File: src/rtl/i2c_slave_ctrl_if.sv
// rtl/i2c_slave_ctrl_if.sv - bus bundle between pads, shift block, register file and the I2C slave sequencer
interface i2c_slave_ctrl_if;
  // Synchronised bus lines and shift-block status
  logic scl_in;
  logic sda_in;
  logic comp_match;
  logic read;
  // Shift-block controls
  logic shift_en;
  logic shift_load_en;
  logic ack_cycle;
  logic dack_cycle;
  logic sda_oe;
  // Byte-level events and status
  logic rx_valid;
  logic tx_req;
  logic busy;
  logic addressed;

  modport slave (
    input  scl_in, sda_in, comp_match, read,
    output shift_en, shift_load_en, ack_cycle, dack_cycle, sda_oe,
    output rx_valid, tx_req, busy, addressed
  );

  modport master (
    output scl_in, sda_in, comp_match, read,
    input  shift_en, shift_load_en, ack_cycle, dack_cycle, sda_oe,
    input  rx_valid, tx_req, busy, addressed
  );
endinterface

File: src/rtl/i2c_slave_ctrl.sv
// rtl/i2c_slave_ctrl.sv - bit-level I2C slave sequencer driving the shift-register block
module i2c_slave_ctrl (
  input logic             pclk_i,
  input logic             presetn_i,
  i2c_slave_ctrl_if.slave bus
);

  typedef enum logic [2:0] {
    S_IDLE,
    S_ADDR,
    S_ADDR_ACK,
    S_RX_DATA,
    S_RX_ACK,
    S_TX_DATA,
    S_TX_ACK,
    S_WAIT_STOP
  } state_t;

  state_t     state_q, state_d;
  logic [3:0] bit_cnt_q, bit_cnt_d;
  logic       mack_q, mack_d;
  logic       addressed_q, addressed_d;
  logic       scl_q, sda_q;

  logic       rise, fall, start_c, stop_c;
  logic       cnt_full, cnt_mid;
  logic [3:0] cnt_inc;

  logic       shift_en_c, shift_load_en_c, ack_cycle_c, dack_cycle_c;
  logic       sda_oe_c, rx_valid_c, tx_req_c;

  // Edge flags compare the live line against last cycle's sample. START/STOP
  // need SCL high on both samples, so they can never coincide with an SCL edge.
  assign rise    = bus.scl_in & ~scl_q;
  assign fall    = ~bus.scl_in & scl_q;
  assign start_c = bus.scl_in & scl_q & sda_q & ~bus.sda_in;
  assign stop_c  = bus.scl_in & scl_q & ~sda_q & bus.sda_in;

  assign cnt_full = (bit_cnt_q == 4'd8);
  assign cnt_mid  = (bit_cnt_q >= 4'd1) && (bit_cnt_q <= 4'd7);
  // Saturating increment: extra rises once the byte is complete are dropped
  assign cnt_inc  = cnt_full ? bit_cnt_q : bit_cnt_q + 4'd1;

  // Next-state: bus conditions first, then per-phase SCL edge handling
  always_comb begin
    state_d     = state_q;
    bit_cnt_d   = bit_cnt_q;
    mack_d      = mack_q;
    addressed_d = addressed_q;
    if (stop_c) begin
      state_d     = S_IDLE;
      addressed_d = 1'b0;
    end else if (start_c) begin
      state_d     = S_ADDR;
      bit_cnt_d   = 4'd0;
      addressed_d = 1'b0;
    end else begin
      case (state_q)
        S_ADDR: begin
          if (rise) begin
            bit_cnt_d = cnt_inc;
          end else if (fall && cnt_full) begin
            if (bus.comp_match) begin
              state_d     = S_ADDR_ACK;
              addressed_d = 1'b1;
            end else begin
              state_d = S_WAIT_STOP;
            end
          end
        end
        S_ADDR_ACK: begin
          if (fall) begin
            bit_cnt_d = 4'd0;
            state_d   = bus.read ? S_TX_DATA : S_RX_DATA;
          end
        end
        S_RX_DATA: begin
          if (rise) begin
            bit_cnt_d = cnt_inc;
          end else if (fall && cnt_full) begin
            state_d = S_RX_ACK;
          end
        end
        S_RX_ACK: begin
          if (fall) begin
            bit_cnt_d = 4'd0;
            state_d   = S_RX_DATA;
          end
        end
        S_TX_DATA: begin
          if (rise) begin
            bit_cnt_d = cnt_inc;
          end else if (fall && cnt_full) begin
            state_d = S_TX_ACK;
          end
        end
        S_TX_ACK: begin
          if (rise) begin
            mack_d = ~bus.sda_in;
          end else if (fall) begin
            if (mack_q) begin
              bit_cnt_d = 4'd0;
              state_d   = S_TX_DATA;
            end else begin
              state_d = S_WAIT_STOP;
            end
          end
        end
        default: begin
        end
      endcase
    end
  end

  // Shift-block controls and event pulses, decoded from state and this cycle's edges
  always_comb begin
    shift_en_c      = 1'b0;
    shift_load_en_c = 1'b0;
    ack_cycle_c     = 1'b0;
    dack_cycle_c    = 1'b0;
    sda_oe_c        = 1'b0;
    rx_valid_c      = 1'b0;
    tx_req_c        = 1'b0;
    case (state_q)
      S_ADDR: begin
        shift_en_c = rise & ~cnt_full;
      end
      S_ADDR_ACK: begin
        ack_cycle_c     = 1'b1;
        sda_oe_c        = 1'b1;
        shift_load_en_c = fall & bus.read;
      end
      S_RX_DATA: begin
        shift_en_c = rise & ~cnt_full;
        rx_valid_c = fall & cnt_full;
      end
      S_RX_ACK: begin
        dack_cycle_c = 1'b1;
        sda_oe_c     = 1'b1;
      end
      S_TX_DATA: begin
        ack_cycle_c  = 1'b1;
        dack_cycle_c = 1'b1;
        sda_oe_c     = 1'b1;
        // The MSB is already on the pad after the load, so only 7 shifts per byte
        shift_en_c   = fall & cnt_mid;
      end
      S_TX_ACK: begin
        tx_req_c        = rise & ~bus.sda_in;
        shift_load_en_c = fall & mack_q;
      end
      default: begin
      end
    endcase
  end

  // State, counter, flags and line samples; reset parks the lines high so no edge is seen
  always_ff @(posedge pclk_i) begin
    if (!presetn_i) begin
      state_q     <= S_IDLE;
      bit_cnt_q   <= 4'd0;
      mack_q      <= 1'b0;
      addressed_q <= 1'b0;
      scl_q       <= 1'b1;
      sda_q       <= 1'b1;
    end else begin
      state_q     <= state_d;
      bit_cnt_q   <= bit_cnt_d;
      mack_q      <= mack_d;
      addressed_q <= addressed_d;
      scl_q       <= bus.scl_in;
      sda_q       <= bus.sda_in;
    end
  end

  assign bus.shift_en      = shift_en_c;
  assign bus.shift_load_en = shift_load_en_c;
  assign bus.ack_cycle     = ack_cycle_c;
  assign bus.dack_cycle    = dack_cycle_c;
  assign bus.sda_oe        = sda_oe_c;
  assign bus.rx_valid      = rx_valid_c;
  assign bus.tx_req        = tx_req_c;
  assign bus.busy          = (state_q != S_IDLE);
  assign bus.addressed     = addressed_q;

endmodule

File: src/flat_wrapper.sv
// flat-port wrapper written by rule: the top's interface ports become plain ports
module i2c_slave_ctrl_flat 
  (pclk_i, presetn_i, bus_scl_in, bus_sda_in, bus_comp_match, bus_read, bus_shift_en, bus_shift_load_en, bus_ack_cycle, bus_dack_cycle, bus_sda_oe, bus_rx_valid, bus_tx_req, bus_busy, bus_addressed);
  i2c_slave_ctrl_if bus_i ();
  input logic pclk_i;
  input logic presetn_i;
  input wire logic [$bits(bus_i.scl_in)-1:0] bus_scl_in;
  input wire logic [$bits(bus_i.sda_in)-1:0] bus_sda_in;
  input wire logic [$bits(bus_i.comp_match)-1:0] bus_comp_match;
  input wire logic [$bits(bus_i.read)-1:0] bus_read;
  output wire logic [$bits(bus_i.shift_en)-1:0] bus_shift_en;
  output wire logic [$bits(bus_i.shift_load_en)-1:0] bus_shift_load_en;
  output wire logic [$bits(bus_i.ack_cycle)-1:0] bus_ack_cycle;
  output wire logic [$bits(bus_i.dack_cycle)-1:0] bus_dack_cycle;
  output wire logic [$bits(bus_i.sda_oe)-1:0] bus_sda_oe;
  output wire logic [$bits(bus_i.rx_valid)-1:0] bus_rx_valid;
  output wire logic [$bits(bus_i.tx_req)-1:0] bus_tx_req;
  output wire logic [$bits(bus_i.busy)-1:0] bus_busy;
  output wire logic [$bits(bus_i.addressed)-1:0] bus_addressed;
  assign bus_i.scl_in = bus_scl_in;
  assign bus_i.sda_in = bus_sda_in;
  assign bus_i.comp_match = bus_comp_match;
  assign bus_i.read = bus_read;
  assign bus_shift_en = bus_i.shift_en;
  assign bus_shift_load_en = bus_i.shift_load_en;
  assign bus_ack_cycle = bus_i.ack_cycle;
  assign bus_dack_cycle = bus_i.dack_cycle;
  assign bus_sda_oe = bus_i.sda_oe;
  assign bus_rx_valid = bus_i.rx_valid;
  assign bus_tx_req = bus_i.tx_req;
  assign bus_busy = bus_i.busy;
  assign bus_addressed = bus_i.addressed;
  i2c_slave_ctrl u_core (.pclk_i(pclk_i), .presetn_i(presetn_i), .bus(bus_i));
endmodule
File: config.mk
export PLATFORM = sky130hd
export DESIGN_NAME = i2c_slave_ctrl_flat
export DESIGN_NICKNAME = d
export VERILOG_FILES = /design/src/rtl/i2c_slave_ctrl_if.sv /design/src/rtl/i2c_slave_ctrl.sv /design/src/flat_wrapper.sv
export SDC_FILE = /design/constraint.sdc
export NUM_CORES = 1
export LEC_CHECK = 0
export ABC_AREA = 1
export BUFFER_PORTS_ARGS = -buffer_cell sky130_fd_sc_hd__buf_4
export CAP_MARGIN = 40
export CORE_ASPECT_RATIO = 0.7
export CORE_MARGIN = 10
export CORE_UTILIZATION = 45
export DETAILED_ROUTE_END_ITERATION = 8
export GPL_TIMING_DRIVEN = 0
export PLACE_DENSITY = 0.66
export SLEW_MARGIN = 20
export SYNTH_ARGS = -nofsm -noshare
export SYNTH_HDL_FRONTEND = slang
export SYNTH_SLANG_ARGS = --single-unit
File: constraint.sdc
create_clock -name pclk_i -period 3.1 [get_ports pclk_i]
set_clock_uncertainty 0.05 [all_clocks]
set_input_delay 0.93 -clock pclk_i [delete_from_list [all_inputs] [get_ports pclk_i]]
set_output_delay 0.93 -clock pclk_i [all_outputs]
set_load 0.02 [all_outputs]
# Word-level counts from Yosys, hierarchy flattened

Cells that the tools add are included.

Add/subtract/negate cells: 1
Magnitude comparators: 2
Equality and inequality tests: 31
Mux-type cells: 30
Bitwise gates (word level): 22
Reduce and logical (&&, ||, !) cells: 19

Operator list:

| operator                                                                 | count |
|---|---|
| 3-bit two-way mux                                                        | 12 |
| 4-bit two-way mux                                                        | 7 |
| 3-bit by 1-bit inequality test with 1-bit output (second input constant) | 9 |
| 11-bit AND reduction                                                     | 2 |
| 3-bit one-hot mux with 6 select lines                                    | 1 |
| 1-bit bitwise AND                                                        | 13 |
| 2-bit by 1-bit inequality test with 1-bit output (second input constant) | 6 |
| 3-bit inequality test (second input constant)                            | 4 |
| 4-bit one-hot mux with 3 select lines                                    | 1 |
| 2-bit OR reduction                                                       | 5 |
| 3-bit == test (second input constant)                                    | 3 |
| 1-bit NOT                                                                | 9 |
| 3-bit OR reduction                                                       | 3 |
| 2-bit inequality test (second input constant)                            | 4 |
| 4-bit AND reduction                                                      | 2 |
| 8-bit AND reduction                                                      | 1 |
| 7-bit nonzero test                                                       | 1 |
| 3-bit by 2-bit == test with 1-bit output (second input constant)         | 2 |
| 1-bit two-way mux                                                        | 6 |
| 6-bit nonzero test                                                       | 1 |
| 4-bit by 1-bit adder with 4-bit output (second input constant)           | 1 |
| 4-bit == test (second input constant)                                    | 1 |
| 4-bit by 1-bit >= comparator with 1-bit output (second input constant)   | 1 |
| 4-bit by 3-bit <= comparator with 1-bit output (second input constant)   | 1 |
| 7 further kinds                                                          | 9 |

Flip-flop bits (word level): 11
Output and inout port bits: 9
Word-level logic and storage cells: 112

# Depth between registers and ports, before layout

Gate-level depths: netlist of run 1.

Depth after elaboration: 7
Depth in mapped cells: 12
Gate-level depth less buffers: 12

# Worst setup path after synthesis of run 1

No wires, ideal clock.

Kind: input -> output
Start: input bus_scl_in
End: output bus_shift_en
Arrival time: 1.562 ns
Setup slack: 0.558 ns
Stages on the path: 3
Path buffers: 0
Path through: nor2_1 -> o311ai_0 -> o22ai_1

Word-level cells in the longest chain between the ends: 4
Elaborated cells on any way between the ends: 6
Those cells by class: mux (1); bitwise (5)

RTL lines:

| element                                   | RTL line              | RTL |
|---|---|---|
| from (decl)                               | flat_wrapper.sv:7     | `input wire logic [$bits(bus_i.scl_in)-1:0] bus_scl_in;` |
| 1-bit NOT                                 | i2c_slave_ctrl.sv:35  | `assign fall = ~bus.scl_in & scl_q;` |
| 1-bit bitwise AND                         | i2c_slave_ctrl.sv:35  |  |
| 1-bit bitwise AND                         | i2c_slave_ctrl.sv:146 | `shift_en_c = fall & cnt_mid;` |
| 1-bit one-hot mux with 2 select lines (*) | i2c_slave_ctrl.sv:124 | `case (state_q)` |
| to (decl)                                 | flat_wrapper.sv:11    | `output wire logic [$bits(bus_i.shift_en)-1:0] bus_shift_en;` |

Mark *: on every way between the ends. The rest lies on a longest branch, timed or not.

# Worst setup path in the final report of run 1

Ends and elaborated chain as after synthesis.

==> metrics.txt, run 1 <==
outcome=completed; P_int=roughly 400 uW; highest clock rate=361 MHz; post-synthesis area per instance=6.21 um2; root buffer cell=clkbuf_4; CP max FO=3; Mapped Area=around 860 um2; Num CTS Buffers=3; DRC viols=0; Switching Share=between 50% and 60%; Fin. Hold Viols=0; FF+latch count, synth=11; IO buf count=14; sequential area share after synthesis=25.7%; post-placement cell count=between 150 and 200; RSZ-0062 raised after global routing=false; crit path capture type=output port; die height=between 50 and 60 um; Avg Vias per Cell=just over 5; global placer's final weighted congestion=approximately 0.91; CTS tree=built; critical path class=in2out; crit path time final=roughly 2.8 ns; Core ar.=between 0.0015 and 0.002 mm2; Syn Inst Count=about 140; Buf+Inv Stages, Crit Path=2; CP max stage delay=approximately 0.21 ns; nets@finish=167; Post-Layout Cell Count=178; clock latency on the worst-skew pair=about 0.27 ns; WL/cell=about 12 um; Routed WL=approximately 2000 um; CP dominant cell by count=buf_4; P_sw=roughly 400 uW; max_cap viols=0; number of synthesis warnings=0; ant diodes=0; Comb power frac=approximately 61%; startpoint types=primary input; Worst Tran Pin Value=0.411 ns; Worst Path Arrival=around 1.8 ns; Starting Density=between 40 and 50%; Unique masters post-synth=27; Clk pwr share=approximately 13%; vias in the first global route=~800; Worst EP required=between 2 and 2.5 ns; most frequent cells in the layout=33 x nand2_1, 21 x nor2_1, 20 x inv_1, 14 x buf_4, 12 x nand3_1; Reg clk slew, reported paths=roughly 0.070 ns; gr ovfl total=0; Max Slew Vio Count=0; Die Footprint=0.00408 mm2; initial DRC count=39; CP cell instances=buf_4 > nor2_1 > o311ai_0 > o22ai_1 > buf_4; share of layout cells above drive strength 1=a little over a fifth; Area Growth Syn to Fin=18.5%; Detailed Routing Iterations Pass 1=4; Hold Path Class=reg2reg; Hold Buf Count CTS=0; CP max-delay cell=nor2_1; Die W=72.2 um; Setup violations, final=0; most common cell after layout, fill and taps aside=nand2_1; # clock sinks=11; delay-heaviest family, CP=compound AO/OA/AOI/OAI gates; Setup Buffers After CTS=0; I/O pin total=15; Cell Rows=13; post_cts resized=0; global-route wire length before repair=roughly 3700 um; largest net degree at the start of global routing=11; Max IR drop VDD=around 0.00058 V; syn nets=148; number of antenna violations at the first check in global routing=0; CTS max path bufs=2; CTS H-Tree Depth=1; Rel. slew slack=72.4%; Setup TNS=0 ns; Final period util=89.4%; DP Wirelength=around 1700 um; power density cells=787 mW/mm2; via count=900; Leakage Power=between 0.0005 and 0.0006 uW; GRT Overall Usage=roughly 11%; post-route ant nets=0; sequential share of power=approximately a quarter
-- metal layers --
layer  routed length, um  part of all wire [%]  global-route usage, %  vias to the layer above
met3                 190                   9.3                   4.39                        2
met4                  12                  0.59                   3.31                        0
li1                    -                     -                      -                      476
met5                   0                     0                      0                        -
met1                1000                    49                   14.9                      393
met2                 841                    41                   15.2                       29
-- power by group through the flow --
stage                     clock [uW]  sequential [uW]  combinational (uW)
after global routing             113              215                 561
after detailed placement           0              213                 487
final                            100              211                 488
after CTS                        104              210                 490
after global placement             0              212                 480
after floorplan                    0              203                 368
-- state kept, by name, indices dropped and copies added (netlist names) --
register,count
u_core.scl_q,1
u_core.state_q,3
u_core.bus.addressed,1
u_core.mack_q,1
u_core.sda_q,1
u_core.bit_cnt_q,4
-- kinds of logic after synthesis --
kind of cell    after synthesis  share of synthesized area (%)
compound gates               15                           11.0
xor+xnor                      1                           1.02
fa+ha+maj                     4                           5.84
buf+inv                      24                           11.4
flops                        11                           25.7
simple gates                 83                           45.1
-- worst paths after layout --
path	start	end	slack, ns	depth (start not counted)
max	bus_scl_in	bus_shift_en	0.33	5
min	u_core.bus.addressed	u_core.bus.addressed	0.42	1
max reg2reg	u_core.bit_cnt_q[1]	u_core.state_q[1]	1.51	8
min reg2reg	u_core.bus.addressed	u_core.bus.addressed	0.42	1
-- through the flow --
step / worst slack (ns) / hold WS [ns] / total power, uW / cell area, um2 / utilization, %
floorplan: 0.558 / 0.398 / 571 / 857 / -
global placement: 0.340 / 0.403 / 692 / 990 / 53.8
detailed placement: 0.350 / 0.407 / 700 / 990 / 53.8
CTS: 0.353 / 0.423 / 803 / 1020 / 55.3
global route: 0.303 / 0.454 / 889 / 1020 / 55.3
finish: 0.327 / 0.420 / 799 / 1020 / 55.3
-- Yosys cell counts --
master    number  area [um2]
nand2_1       33         124
nor2_1        21        78.8
inv_1         20        75.1
nand3_1       12        60.1
dfxtp_1       11         220
nor2_2         5        31.3
a21oi_1        4        20.0
ha_1           4        50.1
o21ai_0        4        20.0
inv_2          3        11.3
nand2_2        2        12.5
nand4_1        2        12.5
nor2_4         2        22.5
nor3_1         2        10.0
a21oi_2        1        8.76
a31oi_1        1        6.26
buf_6          1        11.3
nand2_4        1        11.3
nand3b_2       1        11.3
nor2b_1        1        6.26
nor4_1         1        6.26
o2111a_1       1        11.3
o21a_1         1        7.51
o21ai_1        1        5.00
o22ai_1        1        6.26
o311ai_0       1        8.76
xor2_1         1        8.76
-- cell type report --
cell class	count	area, um2
flip-flops and latches	11	220
repair buffers	14	105
well taps	22	27.5
clock buffers	4	26.3
multi-input cells	103	539
plain buffers	1	11.3
inverters	23	86.3
fillers	197	822
No activity file was read; power rests on OpenSTA's default activity.
==> run 2, diff against run 1 <==
--- a/config.mk
+++ b/config.mk
@@ -8,11 +8,11 @@
 export ABC_AREA = 1
 export BUFFER_PORTS_ARGS = -buffer_cell sky130_fd_sc_hd__buf_4
 export CAP_MARGIN = 40
-export CORE_ASPECT_RATIO = 0.7
-export CORE_MARGIN = 10
+export CORE_MARGIN = 4
 export CORE_UTILIZATION = 45
 export DETAILED_ROUTE_END_ITERATION = 8
 export GPL_TIMING_DRIVEN = 0
+export MAX_ROUTING_LAYER = met4
 export PLACE_DENSITY = 0.66
 export SLEW_MARGIN = 20
 export SYNTH_ARGS = -nofsm -noshare
==> metrics.txt, run 2 (same netlist as run 1, synthesis figures left out) <==
largest net degree at the start of global routing=11; Reg clk slew, reported paths=approximately 0.070 ns; Fin. Hold Viols=0; Final Util=57.8%; DRC viols=0; post_cts resized=0; Avg Vias per Cell=approximately 4.8; startpoint types=primary input; Die W=about 52 um; Hold Path Class=reg2reg; GRT Overall Usage=16.6%; Hold Buf Count CTS=0; wl on met1=approximately 850 um; gr ovfl total=0; power density cells=773 mW/mm2; r2r endpoint=u_core.bit_cnt_q[0]; Leakage Power=0.000535 uW; R2R Setup Slk=~1.5 ns; max_cap viols=0; Starting Density=between 40% and 50%; Num CTS Buffers=3; Switching Share=between 40% and 50%; Rel. slew slack=between 70% and 80%; FF-to-FF Start=u_core.bit_cnt_q[0]; global placer's final weighted congestion=~0.88; wire length on met2=approximately 860 um; sequential share of power=between 20% and 30%; most frequent cells in the layout=33 x nand2_1, 21 x nor2_1, 20 x inv_1, 14 x buf_4, 12 x nand3_1; ant diodes=0; crit path time final=between 2 and 3 ns; worst hold slack=between 0.4 and 0.5 ns; # clock sinks=11; Largest Register=u_core.bit_cnt_q; CP max stage delay=around 0.21 ns; CP max FO=3; Area Growth Syn to Fin=19.0%; P_sw=between 300 and 400 uW; I/O pin total=15; wire length on met3=about 96 um; vias in the first global route=between 700 and 800; Die Footprint=about 0.0027 mm2; CTS tree=built; most common cell after layout, fill and taps aside=nand2_1; highest clock rate=~360 MHz; nets@finish=roughly 170; Worst Tran Pin Value=0.409 ns; Max IR drop VDD=0.000403 V; Setup TNS=0 ns; Post-Layout Cell Count=about 180; via count=a little under 900; outcome=completed; P_int=around 400 uW; Cell Rows=15; Comb power frac=~61%; Routed WL=about 1800 um; crit path capture=bus_shift_en; Core ar.=0.00176 mm2; DP Wirelength=1540 um; CP dominant cell by count=buf_4; CP cell instances=buf_4 > nor2_1 > o311ai_0 > o22ai_1 > buf_4; Max Slew Vio Count=0; Top Registers=u_core.bit_cnt_q x4, u_core.state_q x3; initial DRC count=19; WL/cell=just over 10 um; IO buf count=14; critical path class=in2out; max FFs per register=4; Setup Buffers After CTS=0; clock latency on the worst-skew pair=approximately 0.26 ns; Worst Path Arrival=1.82 ns; post-route ant nets=0; Clk pwr share=~12%; Final period util=between 90% and 100%; CP max-delay cell=nor2_1; number of antenna violations at the first check in global routing=0; Setup violations, final=0; global-route wire length before repair=3220 um; post-placement cell count=about 180; root buffer cell=clkbuf_4; Detailed Routing Iterations Pass 1=4; R2R depth=12; CTS H-Tree Depth=1; RSZ-0062 raised after global routing=false; Max Used Layer=met4; die height=51.6 um; crit path capture type=output port; Critical Path Start=bus_scl_in; Final Total Pwr=just under 800 uW; Worst EP required=~2.1 ns; CTS max path bufs=2; share of layout cells above drive strength 1=21.2%
==> run 2: cell counts in the layout (fill, tap and decap cells not counted) <==
No cell type changed its count.
==> run 2: worst min path at each step <==
stage | to | slack (ns) | cells after the start | from
floorplan | u_core.mack_q | 0.40 | 2 | u_core.mack_q
global placement | u_core.bus.addressed | 0.40 | 1 | u_core.bus.addressed
detailed placement | u_core.bus.addressed | 0.40 | 1 | u_core.bus.addressed
CTS | u_core.bus.addressed | 0.42 | 1 | u_core.bus.addressed
global route | u_core.bus.addressed | 0.43 | 1 | u_core.bus.addressed
finish | u_core.bus.addressed | 0.42 | 1 | u_core.bus.addressed
==> run 2: cell type report <==
class | count | area (um2)
Inverter | 23 | 86.3
Multi-Input combinational cell | 103 | 539
Buffer | 1 | 11.3
Tap cell | 25 | 31.3
Sequential cell | 11 | 220
Timing Repair Buffer | 14 | 105
Fill cell | 186 | 744
Clock buffer | 4 | 26.3
==> run 2: power groups by stage <==
stage / Sequential, uW / Combinational, uW / Clock [uW]
after floorplan: 203 / 368 / 0
after global placement: 212 / 477 / 0
after detailed placement: 212 / 484 / 0
after CTS: 209 / 487 / 104
after global routing: 215 / 546 / 110
final: 210 / 481 / 97.8
==> run 2: worst max-delay path: cells and delay by family <==
family	cells	cell delay, ns
simple gates	1	0.21
buf+inv	2	0.29
compound gates	2	0.39
==> run 2: per-layer routing <==
layer	GRT usage, %	vias up
met1	18.4	374
li1	-	474
met4	9.17	0
met3	3.44	4
met2	28.0	16
met5	-	-
==> run 2: through the flow <==
stage | cell area [um2] | setup WS, ns
5_1_grt | 1020 | 0.221
3_3_place_gp | 993 | 0.311
6_report | 1020 | 0.300
3_5_place_dp | 993 | 0.325
2_1_floorplan | 857 | 0.558
4_1_cts | 1020 | 0.324
